`src/rtl/seven_seg_chain_driver.sv`:
```
// rtl/seven_seg_chain_driver.sv - hex-to-7-segment frame serialiser for a daisy-chained 74HC595 chain
// Optional build macro LEADING_ZERO_BLANK_EN: blank zero digits above the highest nonzero digit.
module seven_seg_chain_driver #(
    parameter int NUM_DIGITS     = 2,
    parameter int CLK_DIV        = 4,
    parameter int SEG_ACTIVE_LOW = 0
) (
    input  logic                      i_clk,
    input  logic                      i_reset,
    input  logic [4*NUM_DIGITS-1:0]   i_value,
    input  logic [NUM_DIGITS-1:0]     i_dp,
    input  logic                      i_load,
    output logic                      o_busy,
    output logic                      o_done,
    output logic                      o_data_val,
    output logic                      o_data_clock,
    output logic                      o_latch_shifted_value
);

    localparam int BITS  = 8 * NUM_DIGITS;
    localparam int DIV_W = $clog2(CLK_DIV + 1);
    localparam int BIT_W = $clog2(BITS + 1);

    // Encoding chosen so SHCP and STCP are each a single state flop, free of decode glitches.
    localparam logic [2:0] ST_IDLE  = 3'b000;
    localparam logic [2:0] ST_SETUP = 3'b001;
    localparam logic [2:0] ST_HIGH  = 3'b011;
    localparam logic [2:0] ST_LATCH = 3'b100;

    localparam logic [DIV_W-1:0] DIV_LAST = DIV_W'(CLK_DIV - 1);
    localparam logic [BIT_W-1:0] BIT_LAST = BIT_W'(BITS - 1);

    logic [2:0]       state_q, state_d;
    logic [DIV_W-1:0] div_q, div_d;
    logic [BIT_W-1:0] bit_q, bit_d;
    logic [BITS-1:0]  shift_q, shift_d;
    logic             done_q, done_d;
    logic [BITS-1:0]  frame_d;
    logic [7:0]       seg_byte;
    logic             div_last;
`ifdef LEADING_ZERO_BLANK_EN
    logic             seen_nz;
`endif

    function automatic logic [6:0] hex_to_seg(input logic [3:0] nib);
        case (nib)
            4'h0: hex_to_seg = 7'h3F;
            4'h1: hex_to_seg = 7'h06;
            4'h2: hex_to_seg = 7'h5B;
            4'h3: hex_to_seg = 7'h4F;
            4'h4: hex_to_seg = 7'h66;
            4'h5: hex_to_seg = 7'h6D;
            4'h6: hex_to_seg = 7'h7D;
            4'h7: hex_to_seg = 7'h07;
            4'h8: hex_to_seg = 7'h7F;
            4'h9: hex_to_seg = 7'h6F;
            4'hA: hex_to_seg = 7'h77;
            4'hB: hex_to_seg = 7'h7C;
            4'hC: hex_to_seg = 7'h39;
            4'hD: hex_to_seg = 7'h5E;
            4'hE: hex_to_seg = 7'h79;
            default: hex_to_seg = 7'h71;
        endcase
    endfunction

    // Walk from the top digit down so the blanking flag sees every higher digit first.
    always_comb begin
        frame_d  = '0;
        seg_byte = '0;
`ifdef LEADING_ZERO_BLANK_EN
        seen_nz  = 1'b0;
`endif
        for (int k = NUM_DIGITS - 1; k >= 0; k--) begin
            seg_byte = {i_dp[k], hex_to_seg(i_value[4*k +: 4])};
`ifdef LEADING_ZERO_BLANK_EN
            seen_nz = seen_nz | (i_value[4*k +: 4] != 4'h0) | (k == 0);
            if (!seen_nz) begin
                seg_byte[6:0] = 7'h00;
            end
`endif
            if (SEG_ACTIVE_LOW != 0) begin
                seg_byte = ~seg_byte;
            end
            frame_d[8*k +: 8] = seg_byte;
        end
    end

    always_comb begin
        state_d  = state_q;
        div_d    = div_q + 1'b1;
        bit_d    = bit_q;
        shift_d  = shift_q;
        done_d   = 1'b0;
        div_last = (div_q == DIV_LAST);
        case (state_q)
            ST_IDLE: begin
                div_d = '0;
                if (i_load) begin
                    shift_d = frame_d;
                    bit_d   = '0;
                    state_d = ST_SETUP;
                end
            end
            ST_SETUP: begin
                if (div_last) begin
                    div_d   = '0;
                    state_d = ST_HIGH;
                end
            end
            ST_HIGH: begin
                if (div_last) begin
                    div_d   = '0;
                    shift_d = shift_q << 1;
                    bit_d   = bit_q + 1'b1;
                    state_d = (bit_q == BIT_LAST) ? ST_LATCH : ST_SETUP;
                end
            end
            ST_LATCH: begin
                if (div_last) begin
                    div_d   = '0;
                    done_d  = 1'b1;
                    state_d = ST_IDLE;
                end
            end
            default: begin
                div_d   = '0;
                state_d = ST_IDLE;
            end
        endcase
    end

    always_ff @(posedge i_clk) begin
        if (i_reset) begin
            state_q <= ST_IDLE;
            div_q   <= '0;
            bit_q   <= '0;
            shift_q <= '0;
            done_q  <= 1'b0;
        end else begin
            state_q <= state_d;
            div_q   <= div_d;
            bit_q   <= bit_d;
            shift_q <= shift_d;
            done_q  <= done_d;
        end
    end

    assign o_busy                = |state_q;
    assign o_done                = done_q;
    assign o_data_clock          = state_q[1];
    assign o_latch_shifted_value = state_q[2];
    assign o_data_val            = state_q[0] & shift_q[BITS-1];

endmodule

```
`config.mk`:
```
export PLATFORM = sky130hd
export DESIGN_NAME = seven_seg_chain_driver
export DESIGN_NICKNAME = d
export VERILOG_FILES = /design/src/rtl/seven_seg_chain_driver.sv
export SDC_FILE = /design/constraint.sdc
export NUM_CORES = 1
export LEC_CHECK = 0
export ABC_AREA = 1
export CORE_MARGIN = 4
export CORE_UTILIZATION = 50
export CTS_CLUSTER_DIAMETER = 100
export CTS_CLUSTER_SIZE = 12
export DETAILED_ROUTE_END_ITERATION = 8
export PLACE_DENSITY = 0.75
export SETUP_SLACK_MARGIN = 0.3
export SYNTH_ARGS = -nofsm -noshare
export SYNTH_HDL_FRONTEND = slang
export SYNTH_SLANG_ARGS = --single-unit
```
`constraint.sdc`:
```
create_clock -name i_clk -period 3.35 [get_ports i_clk]
set_clock_uncertainty 0.2 [all_clocks]
set_input_delay 0.8375 -clock i_clk [delete_from_list [all_inputs] [get_ports i_clk]]
set_output_delay 0.8375 -clock i_clk [all_outputs]
set_load 0.05 [all_outputs]
```
==> results of run 1 <==
[power groups by stage]
stage	Combinational, mW	Sequential, mW	Clock [mW]
4_1_cts	0.670	0.532	0.169
6_report	0.663	0.532	0.161
5_1_grt	0.755	0.545	0.183
3_3_place_gp	0.657	0.536	0
3_5_place_dp	0.669	0.539	0
2_1_floorplan	0.554	0.544	0
[cell usage after synthesis]
cell,count
a21boi_0,1
a21oi_1,12
a21oi_2,1
buf_2,1
buf_4,3
buf_6,2
clkbuf_1,2
clkbuf_2,1
dfxtp_1,28
ha_1,16
inv_1,26
inv_2,2
inv_4,1
nand2_1,81
nand2_2,1
nand2_4,2
nand3_1,14
nand3b_4,1
nand4_1,2
nand4_2,1
nor2_1,44
nor2_4,1
nor3_1,2
o211ai_1,3
o21ai_0,14
o21ai_1,11
o21ai_2,1
o22ai_1,1
or2_2,1
xor2_1,1
[cell type report]
| class | count | area, sq um | share of cell area, % |
|---|---|---|---|
| clock buffers | 4 | 36.3 | 1.79 |
| well taps | 46 | 57.6 | 2.84 |
| repair buffers | 17 | 170 | 8.41 |
| multi-input cells | 211 | 1090 | 53.8 |
| flip-flops and latches | 28 | 561 | 27.7 |
| inverters | 29 | 111 | 5.50 |
[worst max-delay path by stage]
stage / end / slack (ns) / depth (start not counted) / startpoint
after global routing: o_busy / 0.37 / 3 / state_q[1]$_SDFFE_PP0P_
after floorplan: o_busy / 1.19 / 2 / state_q[1]$_SDFFE_PP0P_
final: o_busy / 0.49 / 3 / state_q[1]$_SDFFE_PP0P_
after detailed placement: shift_q[0]$_SDFFE_PP0P_ / 0.77 / 10 / i_value[1]
after global placement: shift_q[0]$_SDFFE_PP0P_ / 0.80 / 10 / i_value[1]
after CTS: o_busy / 0.47 / 3 / state_q[1]$_SDFFE_PP0P_
[sequential cells by signal (all words and copies together) (netlist names)]
signal   cells
bit_q        5
o_done       1
div_q        3
state_q      3
shift_q     16
[per-stage QoR]
stage | hold slack (ns) | std cells | worst slack [ns] | area [sq um]
final | 0.236 | 335 | 0.491 | 2020
after CTS | 0.238 | 335 | 0.467 | 2020
after floorplan | 0.199 | 277 | 1.19 | 1820
after global routing | 0.256 | 335 | 0.370 | 2020
after global placement | 0.213 | 331 | 0.797 | 1990
after detailed placement | 0.218 | 331 | 0.766 | 1990
[layer usage]
| layer | GRT usage, % | vias to the layer above | wire (microns) |
|---|---|---|---|
| met4 | 2.73 | 0 | 17 |
| met3 | 3.61 | 2 | 109 |
| met1 | 22.3 | 719 | 1800 |
| met5 | 0 | - | 0 |
| met2 | 27.4 | 24 | 1570 |
| li1 | - | 903 | - |
[worst max-delay path: stages (launching register included)]
cell and delay, ns:
dfxtp_1 0.51, nor2_4 0.09, nand2_2 0.09, clkdlybuf4s50_1 0.80
[cell families (layout without fill, tap and decap cells)]
kind of cell             Yosys count  count (layout)
AND/OR/NAND/NOR                  150             150
AO/OA/AOI/OAI                     44              44
adder cells (fa/ha/maj)           16              16
buffers and inverters             38              50
flip-flops                        28              28
XOR/XNOR                           1               1
==> qor.yml, run 1 <==
post_drt_wl_per_cell_microns: 10.4
clockBufferDepth: 2
utilization_pct: 59.3
end_kind: "primary output"
worstSetupPathType: "flip-flop to primary output"
tns_ns: 0
reg2reg_from: "state_q[1]$_SDFFE_PP0P_"
yosys.area_share.xor_xnor_pct: 0.480
synth.distinct_cells: 30
fp.dieW_microns: 68.4
p_switching_uw: 615
wl_microns: 3500
switching_share_pct: 45.4
pwr-share-seq_pct: 39.2
netlist_instances: 277
syn_nets: 306
n_antenna_cell: 0
timing.final.max_slew_violations: 0
critPathLaunchType: "flip-flop"
die_area_sq_um: 4680
fin_nets: 319
area_growth_pct: 11.1
mostFrequentLayoutCells: "nand2_1, nor2_1, dfxtp_1"
arrival_ns: 1.82
synth.area.top_cells: "dfxtp_1, nand2_1, ha_1, nor2_1, inv_1"
cts_tree: "yes"
cts_root_buf: "clkbuf_4"
max_freq_mhz: 350
hold_path_depth: 1
reg2reg_depth: 6
clock-sinks: 28
ctsResizeCount: 0
antenna_found_initial: 0
synth_area_sq_um: 1820
h-tree-depth: 1
synth.top_cell.area_share_pct: 30.7
synth_mux_area_share_pct: 0
vias_per_cell: 4.92
status: "complete, no violations"
postCtsHoldBufs: 0
yosys_warnings: 0
synth_top_family_by_area: "simple AND/OR/NAND/NOR gates"
portBuffers: 17
globalRouteOverflowTotal: 0
tightest_slew_ns: 0.512
power.internal_uw: 741
p_leak_nw: 0.957
first_pass_iters: 4
p_comb_share_pct: 48.9
syn_area_per_cell_sq_um: 6.58
clkTransAtPathRegs_ns: 0.15
grt_pass1_vias: 1464
drt_iter0_drc: 166
rrSetupSlack_ns: 1.29
vias: 1648
grt_use_total_pct: 16.6
clkPwrFrac_pct: 11.9
power_mw: 1.36
num_rows: 21
hp-class: "flip-flop to flip-flop"
finalCritPeriodShare_pct: 85.3
synth_compound_area_share_pct: 13.1
layout-drive-gt1-share_pct: 5.54
grt_start_max_net_pins: 24
start_util_pct: 53.4
drc: 0
finalSetupViolations: 0
yosys.area.top_type: "dfxtp_1"
hp-start: "div_q[0]$_SDFF_PP0_"
numCtsBuffers: 3
ant_nets: 0
synth_fa_ha_area_share_pct: 11.0
slew_headroom_pct: 65.8
holdPathEnd: "div_q[0]$_SDFF_PP0_"
core_sq_um: 3420
drv_cap: 0
grt_pass1_wl_microns: 6080
gp_congestion: 0.877
powerDensity_nw_per_um2: 670
period_needed_ns: 2.86
irDropWorstVdd_mv: 0.526
clk_latency_ns: 0.32
rsz0062_at_grt: "no"
synth_seq_area_share_pct: 30.7
cts_setup_buffers: 0
final_common_cell: "nand2_1"
r2r-end: "shift_q[7]$_SDFFE_PP0P_"
cp_max_fo: 7
hold_viol_final: 0
dp_hpwl_microns: 2570
ys_ff_latch: 28
die-height_microns: 68.4
fillers: 326
yosys.area_share.simple_pct: 35.1
cp_data_required_time_ns: 2.31
ios: 18
No activity file was read; power rests on OpenSTA's default activity.
==> inputs of run 2 (changes only) <==
--- a/config.mk
+++ b/config.mk
@@ -6,7 +6,7 @@
 export NUM_CORES = 1
 export LEC_CHECK = 0
 export ABC_AREA = 1
-export CORE_MARGIN = 4
+export CORE_ASPECT_RATIO = 2
 export CORE_UTILIZATION = 50
 export CTS_CLUSTER_DIAMETER = 100
 export CTS_CLUSTER_SIZE = 12
==> run 2 against run 1 <==
Against the previous run:
- combinational power down 1%
- sequential cell count is the same
- global-route usage increased by 5.0 points
- total power is 7.7% higher
- final area is 1.9% higher
- utilization rose by 1.1 points
- sequential share of layout area decreased by 0.50 points
- largest cell class unchanged
- fmax increased by 2.1%
- critical path type unchanged
- die area down 16%
- setup slack better by 0.059 ns
==> qor.yml, run 2 (synthesis results as in run 1) <==
largest_reg_flops: 16  # unchanged
cts_setup_buffers: 0  # unchanged
slew_headroom_pct: 65.8  # +0.072 points
max_freq_mhz: 357  # +2.1%
clk_latency_ns: 0.27  # -0.05 ns
powerDensity_nw_per_um2: 708  # +5.7%
reg2reg_from: "state_q[1]$_SDFFE_PP0P_"
mostFrequentLayoutCells: "nand2_1, nor2_1, dfxtp_1"
grt_use_total_pct: 21.5  # +5.0 points
cts_root_buf: "clkbuf_8"
end_kind: "primary output"
tightest_slew_ns: 0.512  # -0.000206 ns
h-tree-depth: 1  # unchanged
fillers: 337  # +3.4%
area_growth_pct: 13.1
arrival_ns: 1.76  # -0.06 ns
antenna_found_initial: 0  # unchanged
top_register: "shift_q"
power_mw: 1.46  # +7.7%
hp-class: "flip-flop to flip-flop"
finalSetupViolations: 0  # unchanged
rsz0062_at_grt: "no"
ant_nets: 0  # unchanged
place_ws_ns: 0.817  # +0.0514 ns
period_needed_ns: 2.80  # -0.0591 ns
grt_pass1_vias: 1651  # +13%
core_sq_um: 3420  # unchanged
rrSetupSlack_ns: 1.30  # about the same
worstSetupPathType: "flip-flop to primary output"
crit_family: "buffers and inverters"
tns_ns: 0  # unchanged
gp_congestion: 0.852  # -2.9%
vias_per_cell: 5.03  # +2.3%
p_leak_nw: 0.972  # +1.5%
cp_slowest_stage_delay_ns: 0.80  # about the same
wl_microns: 3570  # +2.1%
drv_cap: 0  # unchanged
layout-drive-gt1-share_pct: 5.54  # unchanged
cts_tree: "yes"
finalCritPeriodShare_pct: 83.6  # -1.8 points
grt_start_max_net_pins: 24  # unchanged
final_common_cell: "nand2_1"
drc: 0  # unchanged
reg_top3: "shift_q x16, bit_q x5"
fp.dieW_microns: 44.7  # -35%
die_area_sq_um: 3910  # -16%
timing.hold.ws_ns: 0.224  # -0.0114 ns
ctsResizeCount: 0  # unchanged
n_antenna_cell: 0  # unchanged
grt_pass1_wl_microns: 6570  # +8.1%
cp_data_required_time_ns: 2.31  # about the same
reg2reg_depth: 6  # unchanged
drt_iter0_drc: 35  # -79%
first_pass_iters: 4  # unchanged
clkTransAtPathRegs_ns: 0.10  # -0.05 ns
status: "complete, no violations"
crit_chain: "nor2_4, nand2_2, clkdlybuf4s50_1"
crit_end: "o_busy"
die-height_microns: 87.4  # +28%
hold_viol_final: 0  # unchanged
path_buf_inv: 1  # unchanged
vias: 1696  # +2.9%
ios: 18  # unchanged
setup_ws_ns: 0.550  # +0.0591 ns
fin_nets: 319  # unchanged
numCtsBuffers: 3  # unchanged
globalRouteOverflowTotal: 0  # unchanged
cpMaxStageDelayCell: "clkdlybuf4s50_1"
crit_start: "state_q[1]$_SDFFE_PP0P_"
clockBufferDepth: 2  # unchanged
start_util_pct: 53.4  # unchanged
portBuffers: 17  # unchanged
clock-sinks: 28  # unchanged
postCtsHoldBufs: 0  # unchanged
timing.final.max_slew_violations: 0  # unchanged
irDropWorstVdd_mv: 0.373  # -29%
cp.depth: 3  # unchanged
r2r-end: "shift_q[7]$_SDFFE_PP0P_"
critPathLaunchType: "flip-flop"
cp_max_fo: 7  # unchanged
post_drt_wl_per_cell_microns: 10.6  # +1.5%
num_rows: 30  # +43%
dp_hpwl_microns: 2830  # +10%
run 2: cell count changes in the layout (fill, tap and decap cells not counted):
cell / delta
clkbuf_4: -3
clkbuf_8: +2
bufinv_16: +1
run 2: worst min path at each step:
stage	startpoint	end	slack (ns)	cells after the start
finish	div_q[0]$_SDFF_PP0_	div_q[0]$_SDFF_PP0_	0.22	1
floorplan	div_q[0]$_SDFF_PP0_	div_q[0]$_SDFF_PP0_	0.20	1
global placement	div_q[0]$_SDFF_PP0_	div_q[0]$_SDFF_PP0_	0.21	1
CTS	div_q[0]$_SDFF_PP0_	div_q[0]$_SDFF_PP0_	0.23	1
global route	div_q[0]$_SDFF_PP0_	div_q[0]$_SDFF_PP0_	0.25	1
detailed placement	div_q[0]$_SDFF_PP0_	div_q[0]$_SDFF_PP0_	0.21	1
run 2: routing by layer:
layer  global-route usage, %  vias up  part of all wire (%)
met5                       0        -                     0
met4                    7.71        0                   1.8
met3                    1.66        6                   2.4
met2                    43.2       30                    57
met1                    21.2      760                    39
li1                        -      900                     -
run 2: per-stage QoR:
step | cells | utilization [%] | area, sq um
detailed placement | 333 | 58.3 | 1990
floorplan | 277 | - | 1820
finish | 337 | 60.4 | 2060
global placement | 333 | 58.3 | 1990
global route | 337 | 60.4 | 2060
CTS | 337 | 60.4 | 2060
run 2: layout make-up:
type / instances / area [sq um] / area share, %
flip-flops and latches: 28 / 561 / 27.2
repair buffers: 17 / 170 / 8.25
clock inverters: 1 / 30.0 / 1.46
inverters: 29 / 111 / 5.40
well taps: 48 / 60.1 / 2.91
multi-input cells: 211 / 1090 / 52.8
clock buffers: 3 / 41.3 / 2.00
run 2: where the power goes:
group | internal [mW] | switching, mW
logic | 0.219 | 0.438
clock network | 0.160 | 0.106
registers | 0.456 | 0.0809
run 2: worst register-to-register path, delay by kind of cell, from the launching register on:
family | cells | cell delay [ns]
flops | 1 | 0.51
simple gates | 4 | 0.72
buf+inv | 1 | 0.48
compound gates | 1 | 0.09
==> inputs of run 3 (changes only) <==
==> constraint.sdc (replaced) <==
create_clock -name i_clk -period 2.6 [get_ports i_clk]
set_clock_uncertainty 0.2 [all_clocks]
set_input_delay 0.65 -clock i_clk [delete_from_list [all_inputs] [get_ports i_clk]]
set_output_delay 0.65 -clock i_clk [all_outputs]
set_load 0.05 [all_outputs]
==> run 3 against run 2 <==
Against the previous run:
- sequential share of layout area shrank 0.55 points
- total power grew 30%
- clock-buffer cell count is the same
- non-clock buffer count grew 6
- via count grew 2.4%
- utilization grew 1.2 points
- die area is the same
- register-to-register slack lost 0.52 ns
- clock power grew 29%
- final area grew 2.1%
- worst hold slack lost 0.0013 ns
- setup slack lost 0.18 ns
- critical endpoint is now o_done
==> qor.yml, run 3 (synthesis results as in run 1) <==
status: "complete, no violations"
clk_latency_ns: 0.27  # about the same
crit_family: "buffers and inverters"
clkTransAtPathRegs_ns: 0.10  # about the same
arrival_ns: 1.38  # -0.38 ns
clock-sinks: 28  # unchanged
cpMaxStageDelayCell: "clkdlybuf4s50_1"
num_rows: 30  # unchanged
multiInputGateArea_sq_um: 1090  # unchanged
hold_path_depth: 1  # unchanged
powerDensity_nw_per_um2: 899  # +27%
portBuffers: 17  # unchanged
timing.final.max_slew_violations: 0  # unchanged
core_sq_um: 3420  # unchanged
h-tree-depth: 1  # unchanged
cp_max_fo: 1  # -6
drv_cap: 0  # unchanged
reg2reg_depth: 7  # +1
gp_congestion: 0.831  # -2.4%
stdcell_count: 343  # +1.8%
fin_nets: 325  # +1.9%
ios: 18  # unchanged
cp_slowest_stage_delay_ns: 0.79  # about the same
crit_chain: "clkdlybuf4s50_1"
finalSetupViolations: 0  # unchanged
period_needed_ns: 2.23
grt_pass1_vias: 1709  # +3.5%
end_kind: "primary output"
critPathLaunchType: "flip-flop"
cts_root_buf: "clkbuf_8"
vias: 1737  # +2.4%
die_area_sq_um: 3910  # unchanged
globalRouteOverflowTotal: 0  # unchanged
layout-drive-gt1-share_pct: 7.80  # +2.3 points
slew_headroom_pct: 66.6  # +0.77 points
tns_ns: 0  # unchanged
vias_per_cell: 5.06  # +0.63%
post_drt_wl_per_cell_microns: 11.1  # +5.1%
max_freq_mhz: 449
area_growth_pct: 15.4
tightest_slew_ns: 0.500  # -0.0118 ns
grt_use_total_pct: 22.0  # +0.45 points
numCtsBuffers: 3  # unchanged
path_buf_inv: 1  # unchanged
n_antenna_cell: 0  # unchanged
cp_data_required_time_ns: 1.75  # -0.56 ns
mostFrequentLayoutCells: "nand2_1, nor2_1, dfxtp_1"
final_common_cell: "nand2_1"
top_register: "shift_q"
antenna_found_initial: 0  # unchanged
worstSetupPathType: "flip-flop to primary output"
irDropWorstVdd_mv: 0.475  # +28%
clockBufferDepth: 2  # unchanged
fp.dieW_microns: 44.7  # unchanged
hold_viol_final: 0  # unchanged
start_util_pct: 53.4  # unchanged
seq_area_sq_um: 561  # unchanged
finalCritPeriodShare_pct: 85.8
drc: 0  # unchanged
ant_nets: 0  # unchanged
dp_cells: 339  # +1.8%
dp_hpwl_microns: 2970  # +4.8%
cp.depth: 1  # -2
p_leak_nw: 1.03  # +5.9%
ctsResizeCount: 2  # +2
reg_top3: "shift_q x16, bit_q x5"
die-height_microns: 87.4  # unchanged
hp-class: "flip-flop to flip-flop"
first_pass_iters: 4  # unchanged
cts_tree: "yes"
rsz0062_at_grt: "no"
postCtsHoldBufs: 0  # unchanged
fillers: 354  # +5.0%
cts_setup_buffers: 0  # unchanged
grt_pass1_wl_microns: 6620  # +0.85%
largest_reg_flops: 16  # unchanged
grt_start_max_net_pins: 24  # unchanged
wl_microns: 3820  # +7.0%
drt_iter0_drc: 23  # -34%
-- run 3: cell count changes in the layout (fill, tap and decap cells not counted) --
cell,delta
buf_4,+7
clkdlybuf4s50_1,-4
dlygate4sd2_1,+2
dlymetal6s2s_1,+1
-- run 3: report_power, final --
part,leakage [nW],switching (mW),internal [mW]
registers,0.231,0.0878,0.588
logic,0.763,0.589,0.284
clock network,0.0357,0.138,0.206
-- run 3: final timing paths --
check | slack [ns] | to | from
max | 0.37 | o_done | o_done$_SDFF_PP0_
min | 0.22 | div_q[0]$_SDFF_PP0_ | div_q[0]$_SDFF_PP0_
max reg2reg | 0.78 | shift_q[3]$_SDFFE_PP0P_ | state_q[2]$_SDFFE_PP0P_
min reg2reg | 0.22 | div_q[0]$_SDFF_PP0_ | div_q[0]$_SDFF_PP0_
-- run 3: final cells by class --
cell class	instances	share of cell area, %
well taps	48	2.85
flip-flops and latches	28	26.6
inverters	29	5.29
clock buffers	3	1.96
clock inverters	1	1.43
multi-input cells	211	51.7
repair buffers	23	10.1
-- run 3: per-stage QoR --
step           setup slack [ns]  hold slack [ns]  utilization [%]  power, mW  area [sq um]
2_1_floorplan             0.623            0.199                -       1.42          1820
3_3_place_gp              0.284            0.208             59.5       1.55          2030
3_5_place_dp              0.252            0.214             59.5       1.57          2030
4_1_cts                   0.334            0.228             61.5       1.91          2100
5_1_grt                   0.335            0.245             61.6       2.06          2100
6_report                  0.370            0.223             61.6       1.89          2100
-- run 3: layer usage --
layer / up-vias / wire length (microns) / GRT usage (%)
met3: 11 / 37 / 1.45
met1: 790 / 1480 / 20.6
met5: - / 0 / 0
li1: 912 / - / -
met2: 24 / 2190 / 43.7
met4: 0 / 117 / 11.3
